`config.mk`:
```
export PLATFORM = sky130hd
export DESIGN_NAME = prog_loader
export DESIGN_NICKNAME = d
export VERILOG_FILES = /design/src/rtl/prog_loader.sv
export SDC_FILE = /design/constraint.sdc
export NUM_CORES = 1
export LEC_CHECK = 0
export ABC_CLOCK_PERIOD_IN_PS = 4100
export CORE_MARGIN = 3
export CORE_UTILIZATION = 45
export DETAILED_ROUTE_END_ITERATION = 10
export PLACE_DENSITY = 0.7
export RECOVER_POWER = 50
export SKIP_CTS_REPAIR_TIMING = 1
export SLEW_MARGIN = 20
export SYNTH_ARGS = -nofsm -noshare
export SYNTH_HDL_FRONTEND = slang
export SYNTH_SLANG_ARGS = --single-unit
```
`constraint.sdc`:
```
create_clock -name clk -period 4.1 [get_ports clk]
set_input_delay 0.82 -clock clk [delete_from_list [all_inputs] [get_ports clk]]
set_output_delay 0.82 -clock clk [all_outputs]
set_load 0.01 [all_outputs]
```
`src/rtl/prog_loader.sv`:
```
// prog_loader: streams a program into instruction memory, verifies a
// modular checksum, and releases the core from reset on a good load.
module prog_loader #(
    parameter int AW        = 12,
    parameter int IW        = 9,
    parameter int MAX_WORDS = 4096
) (
    input  logic          clk,
    input  logic          reset,
    input  logic          start,
    input  logic          in_valid,
    input  logic [IW-1:0] in_word,
    input  logic          in_last,
    output logic          in_ready,
    output logic          imem_wen,
    output logic [AW-1:0] imem_addr,
    output logic [IW-1:0] imem_wdat,
    output logic          core_reset,
    output logic          load_done,
    output logic          err
);

    typedef enum logic [2:0] {
        IDLE,
        LOAD,
        CHECK,
        RUN,
        ERROR
    } state_t;

    localparam logic [AW:0] LAST_IDX = (AW+1)'(MAX_WORDS - 1);

    state_t        state;
    state_t        state_nx;
    logic [AW:0]   cnt;
    logic [AW:0]   cnt_nx;
    logic [IW-1:0] sum;
    logic [IW-1:0] sum_nx;
    logic          wen_nx;
    logic [AW-1:0] addr_nx;
    logic [IW-1:0] wdat_nx;
    logic          xfer;

    assign in_ready = (state == LOAD) || (state == CHECK);
    assign xfer     = in_valid && in_ready;

    // Next-state, counters and write-port values; start overrides everything.
    always_comb begin
        state_nx = state;
        cnt_nx   = cnt;
        sum_nx   = sum;
        wen_nx   = 1'b0;
        addr_nx  = imem_addr;
        wdat_nx  = imem_wdat;
        if (start) begin
            state_nx = LOAD;
            cnt_nx   = '0;
            sum_nx   = '0;
        end else begin
            unique case (state)
                LOAD: begin
                    if (xfer) begin
                        wen_nx  = 1'b1;
                        addr_nx = cnt[AW-1:0];
                        wdat_nx = in_word;
                        cnt_nx  = cnt + 1'b1;
                        sum_nx  = sum + in_word;
                        if (in_last) begin
                            state_nx = CHECK;
                        end else if (cnt == LAST_IDX) begin
                            state_nx = ERROR;
                        end
                    end
                end
                CHECK: begin
                    if (xfer) begin
                        state_nx = (in_word == sum) ? RUN : ERROR;
                    end
                end
                default: begin
                    state_nx = state;
                end
            endcase
        end
    end

    // State, counters and registered outputs.
    always_ff @(posedge clk) begin
        if (reset) begin
            state      <= IDLE;
            cnt        <= '0;
            sum        <= '0;
            imem_wen   <= 1'b0;
            imem_addr  <= '0;
            imem_wdat  <= '0;
            core_reset <= 1'b1;
            load_done  <= 1'b0;
            err        <= 1'b0;
        end else begin
            state      <= state_nx;
            cnt        <= cnt_nx;
            sum        <= sum_nx;
            imem_wen   <= wen_nx;
            imem_addr  <= addr_nx;
            imem_wdat  <= wdat_nx;
            core_reset <= (state_nx != RUN);
            load_done  <= (state_nx == RUN);
            err        <= (state_nx == ERROR);
        end
    end

endmodule

```
## After elaboration in Yosys (flattened, before gate mapping)

Index checks and enable logic that the tools add are counted.

- Register bits: 50
- Bits of input ports: 14
- Output and inout bits: 26
- Word-level logic and storage cells: 34

- Add/sub/neg operators: 2
- Equal/unequal tests: 7
- Mux-type cells: 8
- Bitwise gates (word level): 2
- Reductions and logical operators: 6

Operators by type and width:

| cell | count |
|---|---|
| 2-to-1 mux 3 bit | 6 |
| adder 13 x 1 -> 13 bit, second input constant | 1 |
| == test 13 x 12 -> 1 bit, second input constant | 1 |
| adder 9 bit | 1 |
| == test 9 bit | 1 |
| == test 3 x 2 -> 1 bit, second input constant | 2 |
| case mux 3 bit (2 select lines) | 1 |
| == test 3 x 1 -> 1 bit, second input constant | 1 |
| == test 3 bit, second input constant | 1 |
| != test 3 x 2 -> 1 bit, second input constant | 1 |
| AND reduction 3 bit | 1 |
| OR reduction 3 bit | 1 |
| inverter 1 bit | 2 |
| AND reduction 2 bit | 1 |
| OR reduction 2 bit | 1 |
| logical AND 1 bit | 1 |
| logical OR 1 bit | 1 |
| 2-to-1 mux 1 bit | 1 |

## Longest topological paths before layout

- Word-level depth: 7
- Depth in mapped cells: 9
- Depth with buffers taken out: 9

## Worst setup path before layout

Ideal clock, no wire load.

- Path kind: input port to flip-flop
- Start: input port in_word[0]
- End: register sum[8]
- Library setup time: 0.067 ns
- Data arrival time: 2.533 ns
- Data required time: 4.033 ns
- Slack: 1.499 ns
- Stages on the path: 9
- Path buffers: 0
- Cell sequence: ha_1 -> inv_1 -> fa_1 -> nand2b_1 -> a21oi_2 -> nor4_1 -> or4_4 -> a21o_1 -> a21oi_2

- Longest elaborated chain between the ends: 1

Ends and longest elaborated chain:

| element | line | text |
|---|---|---|
| start: declaration | 12 | `input logic [IW-1:0] in_word,` |
| adder 9 bit | 67 | `sum_nx = sum + in_word;` |
| end signal: assignment | 102 | `sum <= sum_nx;` |
| end: declaration | 37 | `logic [IW-1:0] sum;` |

No other way between the ends.
A chain may end at the register's enable or synchronous reset.

## Worst setup path in the final report

- Start: input port in_valid
- End: register sum[5]

- Longest elaborated chain between the ends: 2

Ends and longest elaborated chain:

| element | line | text |
|---|---|---|
| start: declaration | 11 | `input logic in_valid,` |
| logical AND 1 bit | 45 | `assign xfer = in_valid && in_ready;` |
| AND reduction 2 bit (no source line) | -- |  |

No other way between the ends.

==> out/results.ini <==
[synthesis]
ys.flop_type=dfxtp_1
synth_nets=303
synth_warnings=0
synth_top_area_cell=dfxtp_1
synth_cell_types=40
syn_area_per_cell_sq_um=8.22
netlist_area_sq_um=2290
netlist.area_leader.share=0.436
synthTopCellsByArea=dfxtp_1 44%, nand2_1 10%, a21oi_1 7.4%
synthCells=279
yosys.area_share.adder=0.0578
synth_compound_area_frac=0.150
synthSimpleGateAreaFrac=0.270
synth_top_family_by_area=simple AND/OR/NAND/NOR gates
synth-seq-cells=50
yosysSeqAreaShare=0.436
async_reset_ff_frac=0
synthMuxAreaShare=0
synthXorXnorAreaFrac=0.0573
synth_edf_count=0

[final_layout]
fillers=488
register_area_sq_um=1000
fin_nets=339
area_delta_synth_final_pct=23.3
multi_input_area_sq_um=1230
num_antenna_cells=0
fin_util=0.587
drive_above_1_share=0.0665

[cts]
cts_sinks=50
clock_path_buffers=2
path_clk_slew_ns=0.08
cts_buffers=5
cts_tree=built
clockRootBuffer=clkbuf_8
htree_num_levels=2
insertion_delay_ns=0.29

[global_route]
globalRouteTotalUtil=0.174
antenna_found_initial=0
overflow=0
grt_pass1_wl_um=8560
grt_pass1_vias=1865
grt_max_degree=26

[critical_path]
cp_slowest_cell=and4bb_1
slowest_delay_ns=0.74
cp.arrival_ns=3.32
worstPathRequired_ns=4.32
crit_fanout=22
worstRegToRegCells=4
cp-end-kind=flop
startpoint_type=input pin
criticalPathCategory=input pin to flop
crit_chain=dlygate4sd3_1, and4bb_1, nand2b_1, nor2_1, o2bb2ai_1

[route]
ant_nets=0
first_pass_iters=4
wirelength_um=4880
dr.first_iter.drc_count=103
via_per_inst=5.22
via_count=2000
avgRoutedWirePerCell_um=12.7
drc=0

[floorplanning]
num_rows=25
dieArea_sq_um=5990
chipWidth_um=77.4
initial_core_util=0.476
core_sq_um=4820
die_h_um=77.4
boundaryPins=40

[sta]
setup_viol=0
finalSetupTns_ns=0
clock.fmax_mhz=322
period_share=0.757
slew_violations=0
rsz0062_at_grt=false
hold_violations=0
maxSlewHeadroom=0.462
worst_slew_pin_slew_ns=0.807
fin_crit_ns=3.10
skew_ns=0.00539

[job]
max_cap_viol_count=0

[placed_design]
port_buffers=39
gp_congestion=0.813
dpl.hpwl_um=3490

[min_path]
hp-class=flop to flop
min_path_cells=2

[power_and_ir_drop]
power_density_nw_per_um2=308
ir_drop_mv=0.178
leakagePower_nw=1.06

[run_status]
outcome=finished, final reports clean

==> metrics by stage <==
step                instance area (sq um)  hold slack [ns]  worst slack, ns  instances  power (W)
floorplan                            2290            0.436             1.50        279   0.000557
global placement                     2730            0.443            0.939        375   0.000591
detailed placement                   2730            0.447            0.870        375   0.000592
CTS                                  2830            0.459             1.18        383   0.000886
global route                         2830            0.470            0.784        383   0.000917
finish                               2830            0.453            0.997        383   0.000871
==> power by group <==
| part | switching (W) | total (W) | internal, W | leakage [nW] |
|---|---|---|---|---|
| Clock | 0.000155 | 0.000291 | 0.000136 | 0.0472 |
| Combinational | 0.0000477 | 0.0000838 | 0.0000361 | 0.610 |
| Sequential | 0.00000484 | 0.000496 | 0.000491 | 0.404 |
==> synthesized netlist by cell type (2+ instances only) <==
master     n
a21oi_2    2
xor2_1     8
and4_1     2
a31o_2     2
nand4_1    5
or3_1      2
and3_1     2
a21o_1     3
nand3_1   10
clkbuf_1  10
o21ai_0    5
dfxtp_1   50
nor4_1     3
xnor2_1    7
inv_1      4
a211oi_1   3
nor3_1     4
nor2b_1    2
nor2_1    25
or2_2      2
nand2_1   63
o211ai_1   2
a21oi_1   34
ha_1       9
nand2b_1   5
==> metal layers <==
metal / track usage / vias up / routed length [um]
li1: - / 1029 / -
met1: 0.232 / 918 / 2370
met2: 0.275 / 49 / 2240
met4: 0.0552 / 0 / 48
met3: 0.0441 / 4 / 220
met5: 0 / - / 0
==> sequential cells by signal, indices dropped and copies added, names as in the netlist <==
register / count
cnt: 13
core_reset: 1
err: 1
imem_addr: 12
imem_wdat: 9
imem_wen: 1
load_done: 1
state: 3
sum: 9
==> cells by family after synthesis <==
logic type | Yosys count
AND/OR/NAND/NOR | 131
XOR/XNOR | 15
flip-flops | 50
adder cells (fa/ha/maj) | 10
buffers and inverters | 16
AO/OA/AOI/OAI | 57
==> worst max-delay path, delay by kind of cell <==
| kind | cells | cell delay, ns |
|---|---|---|
| AND/OR/NAND/NOR | 3 | 1.67 |
| buffers and inverters | 1 | 0.69 |
| AO/OA/AOI/OAI | 1 | 0.14 |
==> path summary, 6_finish.rpt <==
| check | from | end | slack (ns) |
|---|---|---|---|
| setup / recovery | in_valid | sum[5] | 1.0 |
| setup reg to reg | state[0] | sum[5] | 1.73 |
| hold / removal | imem_wdat[3] | imem_wdat[3] | 0.45 |
| hold reg to reg | imem_wdat[3] | imem_wdat[3] | 0.45 |
==> area by class of cell <==
type,count,share of cell area
flip-flops and latches,50,0.354
well taps,67,0.0296
clock inverters,2,0.00442
multi-input cells,213,0.434
inverters,4,0.00531
repair buffers,41,0.143
clock buffers,6,0.0292
==> placed cells by master (no fill, tap or decap), types with 3 or more instances in the layout <==
cell type         n
nand4_1           5
nor2_1           25
clkdlybuf4s50_1  13
nor4_1            3
nand3_1          10
clkbuf_8          6
a21oi_1          34
xnor2_1           7
o21ai_0           5
nand2_1          63
inv_1             4
dfxtp_1          50
ha_1              9
nand2b_1          5
a211oi_1          3
dlygate4sd3_1    26
nor3_1            4
xor2_1            8
a21o_1            3
No activity file was read; power rests on OpenSTA's default activity.
